--- config.mk ---
export PLATFORM = sky130hd
export DESIGN_NAME = btn_press_classifier
export DESIGN_NICKNAME = d
export VERILOG_FILES = /design/src/rtl/input_pkg.sv /design/src/rtl/btn_press_classifier_edge_detect.sv /design/src/rtl/btn_press_classifier.sv
export SDC_FILE = /design/constraint.sdc
export NUM_CORES = 1
export LEC_CHECK = 0
export BUFFER_PORTS_ARGS = -buffer_cell sky130_fd_sc_hd__clkbuf_2
export CAP_MARGIN = 20
export CORE_MARGIN = 8
export CORE_UTILIZATION = 40
export DETAILED_ROUTE_END_ITERATION = 10
export MAX_ROUTING_LAYER = met4
export PLACE_DENSITY_LB_ADDON = 0.05
export SLEW_MARGIN = 20
export SYNTH_ARGS = -nofsm -noshare
export SYNTH_HDL_FRONTEND = slang
export SYNTH_SLANG_ARGS = --single-unit
export TNS_END_PERCENT = 10
--- constraint.sdc ---
create_clock -name clk -period 3.2 [get_ports clk]
set_clock_uncertainty 0.05 [all_clocks]
set_input_delay 0.16 -clock clk [delete_from_list [all_inputs] [get_ports clk]]
set_output_delay 0.16 -clock clk [all_outputs]
set_load 0.03 [all_outputs]
--- src/rtl/input_pkg.sv ---
`default_nettype none
// +--------------------------------------------------------------------------+
// | input_pkg                                                                |
// | Shared state encoding and timing defaults for the button input path.     |
// | Revision: 1.0                                                            |
// +--------------------------------------------------------------------------+
package input_pkg;

  localparam int unsigned STATE_W = 3;

  typedef enum logic [STATE_W-1:0] {
    IDLE   = 3'd0,
    PRESS  = 3'd1,
    LONG   = 3'd2,
    GAP    = 3'd3,
    PRESS2 = 3'd4
  } state_e;

  // Also consumed by the debounce stage, so keep them in one place.
  localparam int unsigned DEF_LONG_CYCLES   = 50_000_000;
  localparam int unsigned DEF_REPEAT_CYCLES = 10_000_000;
  localparam int unsigned DEF_GAP_CYCLES    = 25_000_000;
  localparam int unsigned DEF_CNT_W         = 27;

endpackage
`default_nettype wire

--- src/rtl/btn_press_classifier_edge_detect.sv ---
`default_nettype none
// +--------------------------------------------------------------------------+
// | edge_detect                                                              |
// | Registers a synchronous level and decodes its rising/falling edges.      |
// | Revision: 1.0                                                            |
// +--------------------------------------------------------------------------+
module edge_detect (
  input  logic clk,
  input  logic rst,
  input  logic d_i,
  output logic rise_o,
  output logic fall_o
);

  logic d_q;

  // Resetting to 1 hides a level already high at reset until it drops once.
  always_ff @(posedge clk or posedge rst) begin
    if (rst) begin
      d_q <= 1'b1;
    end else begin
      d_q <= d_i;
    end
  end

  assign rise_o = d_i & ~d_q;
  assign fall_o = ~d_i & d_q;

endmodule
`default_nettype wire

--- src/rtl/btn_press_classifier.sv ---
`default_nettype none
// +--------------------------------------------------------------------------+
// | btn_press_classifier                                                     |
// | Turns a debounced button level into short/long/repeat/double events.     |
// | Revision: 1.0                                                            |
// +--------------------------------------------------------------------------+
module btn_press_classifier
  import input_pkg::*;
#(
  parameter int unsigned LONG_CYCLES   = DEF_LONG_CYCLES,
  parameter int unsigned REPEAT_CYCLES = DEF_REPEAT_CYCLES,
  parameter int unsigned GAP_CYCLES    = DEF_GAP_CYCLES,
  parameter int unsigned CNT_W         = DEF_CNT_W
) (
  input  logic clk,
  input  logic reset,
  input  logic btn_db,
  output logic short_pulse,
  output logic long_pulse,
  output logic repeat_pulse,
  output logic double_pulse,
  output logic held
);

  localparam logic [CNT_W-1:0] c_long_last = CNT_W'(LONG_CYCLES - 1);
  localparam logic [CNT_W-1:0] c_rep_last  = CNT_W'(REPEAT_CYCLES - 1);
  localparam logic [CNT_W-1:0] c_gap_last  = CNT_W'(GAP_CYCLES - 1);
  localparam logic [CNT_W-1:0] c_one       = CNT_W'(1);

  logic rise;
  logic fall;

  edge_detect u_edge (
    .clk    (clk),
    .rst    (reset),
    .d_i    (btn_db),
    .rise_o (rise),
    .fall_o (fall)
  );

  state_e           state_q, state_d;
  logic [CNT_W-1:0] cnt_q, cnt_d;
  logic             short_q, short_d;
  logic             long_q, long_d;
  logic             repeat_q, repeat_d;
  logic             double_q, double_d;
  logic             held_q, held_d;

  always_comb begin
    state_d  = state_q;
    cnt_d    = cnt_q;
    short_d  = 1'b0;
    long_d   = 1'b0;
    repeat_d = 1'b0;
    double_d = 1'b0;

    case (state_q)
      IDLE: begin
        if (rise) state_d = PRESS;
      end
      PRESS: begin
        // A release on the threshold edge is still a short press.
        if (fall) begin
          state_d = GAP;
        end else if (btn_db && (cnt_q == c_long_last)) begin
          state_d = LONG;
          long_d  = 1'b1;
        end else begin
          cnt_d = cnt_q + c_one;
        end
      end
      LONG: begin
        if (fall) begin
          state_d = IDLE;
        end else if (cnt_q == c_rep_last) begin
          repeat_d = 1'b1;
          cnt_d    = '0;
        end else begin
          cnt_d = cnt_q + c_one;
        end
      end
      GAP: begin
        if (rise) begin
          state_d  = PRESS2;
          double_d = 1'b1;
        end else if (cnt_q == c_gap_last) begin
          state_d = IDLE;
          short_d = 1'b1;
        end else begin
          cnt_d = cnt_q + c_one;
        end
      end
      PRESS2: begin
        if (fall) state_d = IDLE;
      end
      default: begin
        state_d = IDLE;
      end
    endcase

    if (state_d != state_q) cnt_d = '0;

    held_d = (state_d == PRESS) || (state_d == LONG) || (state_d == PRESS2);
  end

  always_ff @(posedge clk or posedge reset) begin
    if (reset) begin
      state_q  <= IDLE;
      cnt_q    <= '0;
      short_q  <= 1'b0;
      long_q   <= 1'b0;
      repeat_q <= 1'b0;
      double_q <= 1'b0;
      held_q   <= 1'b0;
    end else begin
      state_q  <= state_d;
      cnt_q    <= cnt_d;
      short_q  <= short_d;
      long_q   <= long_d;
      repeat_q <= repeat_d;
      double_q <= double_d;
      held_q   <= held_d;
    end
  end

  assign short_pulse  = short_q;
  assign long_pulse   = long_q;
  assign repeat_pulse = repeat_q;
  assign double_pulse = double_q;
  assign held         = held_q;

endmodule
`default_nettype wire
==> impl_metrics.json <==
{
  "cts.repair.resized": 0,
  "place.gp.congestion": 0.8386,
  "overflow": 0,
  "dp_hpwl_um": 4229,
  "period_share_pct": 86.22,
  "grt_usage_pct": 15.92,
  "wl_per_cell_um": 17.88,
  "cts_tree": "done",
  "synth_cells": 256,
  "cts-hold-fix-buffers": 2,
  "yosysUniqueCellTypes": 52,
  "final_core_util_pct": 45.65,
  "cts_setup_buffers": 0,
  "antenna_found_initial": 0,
  "first_pass_iters": 4,
  "insertion_delay_ns": 0.29,
  "setup_viol": 0,
  "cts.sinks": 36,
  "routed_wl_um": 6097,
  "core_region_area_mm2": 0.005507,
  "cp-end-kind": "register",
  "place_area_mm2": 0.002401,
  "crit_type": "register to register",
  "grt_max_degree": 37,
  "synth_common_cells": "dfrtp_1 (35), nand2_1 (21), nand3_1 (21), nor2_1 (21), nand4_1 (16)",
  "maxCapViolations": 0,
  "relSlewSlack_pct": 57.58,
  "p_per_area_mw_per_mm2": 568.5,
  "clk_pin_slew_worst_paths_ns": 0.08,
  "critPathSlowestCell": "or4_1",
  "min_period_ns": 2.759,
  "syn_nets": 260,
  "htree_levels": 2,
  "cts_made_buffers": 5,
  "fmax_mhz": 362.5,
  "fp.dieW_um": 91.54,
  "ios": 8,
  "n_antenna_cell": 0,
  "dieArea_mm2": 0.008379,
  "p_leak_nw": 0.9665,
  "drc": 0,
  "drtIter0Drc": 105,
  "synth-seq-cells": 36,
  "synth_top_cell_by_area": "dfrtp_1",
  "final_cells": 341,
  "status": "finished clean",
  "grt_setup_unrepaired": "no",
  "crit_fanout": 16,
  "initial_utilization_pct": 41.45,
  "ir_drop_v": 0.0002744,
  "grt_first_pass_wirelength_um": 10600,
  "ant_nets": 0,
  "port_buffers": 7,
  "path_cells": "ha_1 > and4_1 > nand4_1 > o31a_1 > nand3_1 > or4_1 > a211oi_1",
  "drv_slew": 0,
  "stdcell_area_mm2": 0.002514,
  "cp.buffers_inverters": 0,
  "cp.required_ns": 3.36,
  "viasPerCell": 5.941,
  "via_count": 2026,
  "die_h_um": 91.54,
  "mappedNetlistArea_mm2": 0.002282,
  "grt_pass1_vias": 2053,
  "slowest_delay_ns": 0.56,
  "place_inst": 331,
  "synth_area_leaders": "dfrtp_1 (38%), a211oi_1 (4.9%), nand3_1 (4.6%), xor2_1 (4.6%), nand4_1 (4.4%)",
  "hold_viol": 0,
  "finalSetupTns_ns": 0,
  "clk_path_buf_depth": 2,
  "avgSynthCellArea_um2": 8.915,
  "synth_edf_count": 0,
  "ys_warn_count": 0,
  "async_flop_share_pct": 100.0,
  "worstHoldPathType": "input pin to async pin",
  "worst_setup_path_start_kind": "register",
  "crit_family": "simple AND/OR/NAND/NOR gates",
  "area_growth_pct": 10.14,
  "worstPathArrival_ns": 2.91,
  "yosys_most_used_dff": "dfrtp_1",
  "fin_nets": 272,
  "root_buffer": "clkbuf_8",
  "num_rows": 27,
  "ys_seq_area_share_pct": 39.53,
  "synth_top_area_share_pct": 38.38,
  "finalPower_w": 0.001429,
  "drive_gt1_share_pct": 14.13,
  "tightest_slew_ns": 0.6362,
  "yosysMostFrequentCell": "dfrtp_1"
}
## path summary, 6_finish.rpt
path / slack (ns) / start / cells after the start / to
max in group asynchronous: 2.29 / reset / 4 / u_edge.d_q$_DFF_PP1_
min reg2reg: 0.57 / cnt_q[0]$_DFFE_PP0P_ / 2 / cnt_q[0]$_DFFE_PP0P_
min in group clk: 0.50 / btn_db / 2 / u_edge.d_q$_DFF_PP1_
min: 0.44 / reset / 4 / cnt_q[22]$_DFFE_PP0P_
max: 0.44 / cnt_q[0]$_DFFE_PP0P_ / 7 / cnt_q[26]$_DFFE_PP0P_
max reg2reg: 0.44 / cnt_q[0]$_DFFE_PP0P_ / 7 / cnt_q[26]$_DFFE_PP0P_
## layer usage
layer | up-vias | global-route usage, % | routed length [um]
li1 | 992 | - | -
met5 | - | - | 0
met2 | 39 | 24.43 | 2832
met1 | 989 | 20.42 | 2954
met3 | 6 | 3.457 | 242
met4 | 0 | 4.638 | 67
## final cells by class
cell class | count | area [um^2]
Inverter | 5 | 18.77
Sequential cell | 36 | 902.1
Tap cell | 72 | 90.09
Clock inverter | 2 | 10.01
Timing Repair Buffer | 17 | 115.1
Clock buffer | 6 | 82.58
Multi-Input combinational cell | 203 | 1295
Fill cell | 553 | 2993
## worst register-to-register path, stage by stage, from the launching register on
cell,delay (ns)
dfrtp_1,0.43
ha_1,0.25
and4_1,0.23
nand4_1,0.09
o31a_1,0.54
nand3_1,0.29
or4_1,0.56
a211oi_1,0.24
## registers in the layout, indices dropped and copies added, names as in the netlist
register      cells
state_q           3
repeat_pulse      1
long_pulse        1
held              1
cnt_q            27
u_edge.d_q        1
short_pulse       1
double_pulse      1
## cells by family (layout without fill, tap and decap cells)
group | count (synthesis) | count (layout) | synth area share, %
and+or+nand+nor | 143 | 143 | 36.51
AOI/OAI and AO/OA | 45 | 45 | 13.65
DFF | 36 | 36 | 39.53
buffers and inverters | 17 | 30 | 3.728
xor gates and xnor gates | 12 | 12 | 4.605
muxes | 2 | 2 | 1.425
adders and majority gates | 1 | 1 | 0.5482
## stage by stage
stage	hold WS, ns	setup slack [ns]
6_report	0.4395	0.4411
5_1_grt	0.5015	0.2630
4_1_cts	0.4644	0.4660
3_5_place_dp	0.2278	0.4546
3_3_place_gp	0.2202	0.5745
2_1_floorplan	0.1145	0.9250
## power breakdown
part	internal [W]	leakage [nW]	switching [W]
registers	0.000488	0.493	0.0000561
clock network	0.000172	0.0510	0.000173
logic	0.000166	0.423	0.000375
## placed cells by master (no fill, tap or decap), drive strengths merged, types with 2 or more instances in the layout
master / n
nor3: 16
dlygate4sd3: 2
or3: 5
inv: 5
and3: 5
nor3b: 2
o21a: 2
nand4b: 2
or2: 2
a31oi: 3
nand2: 21
mux2i: 2
nand4: 16
a21oi: 4
clkbuf: 13
nand3b: 4
or4b: 3
o21ai: 11
clkinv: 2
dfrtp: 35
nand2b: 2
and3b: 3
nand3: 22
xor2: 12
and2: 3
o31ai: 3
or4: 4
nor4: 7
nor2: 21
buf: 8
a211oi: 15
No activity file was read; power rests on OpenSTA's default activity.
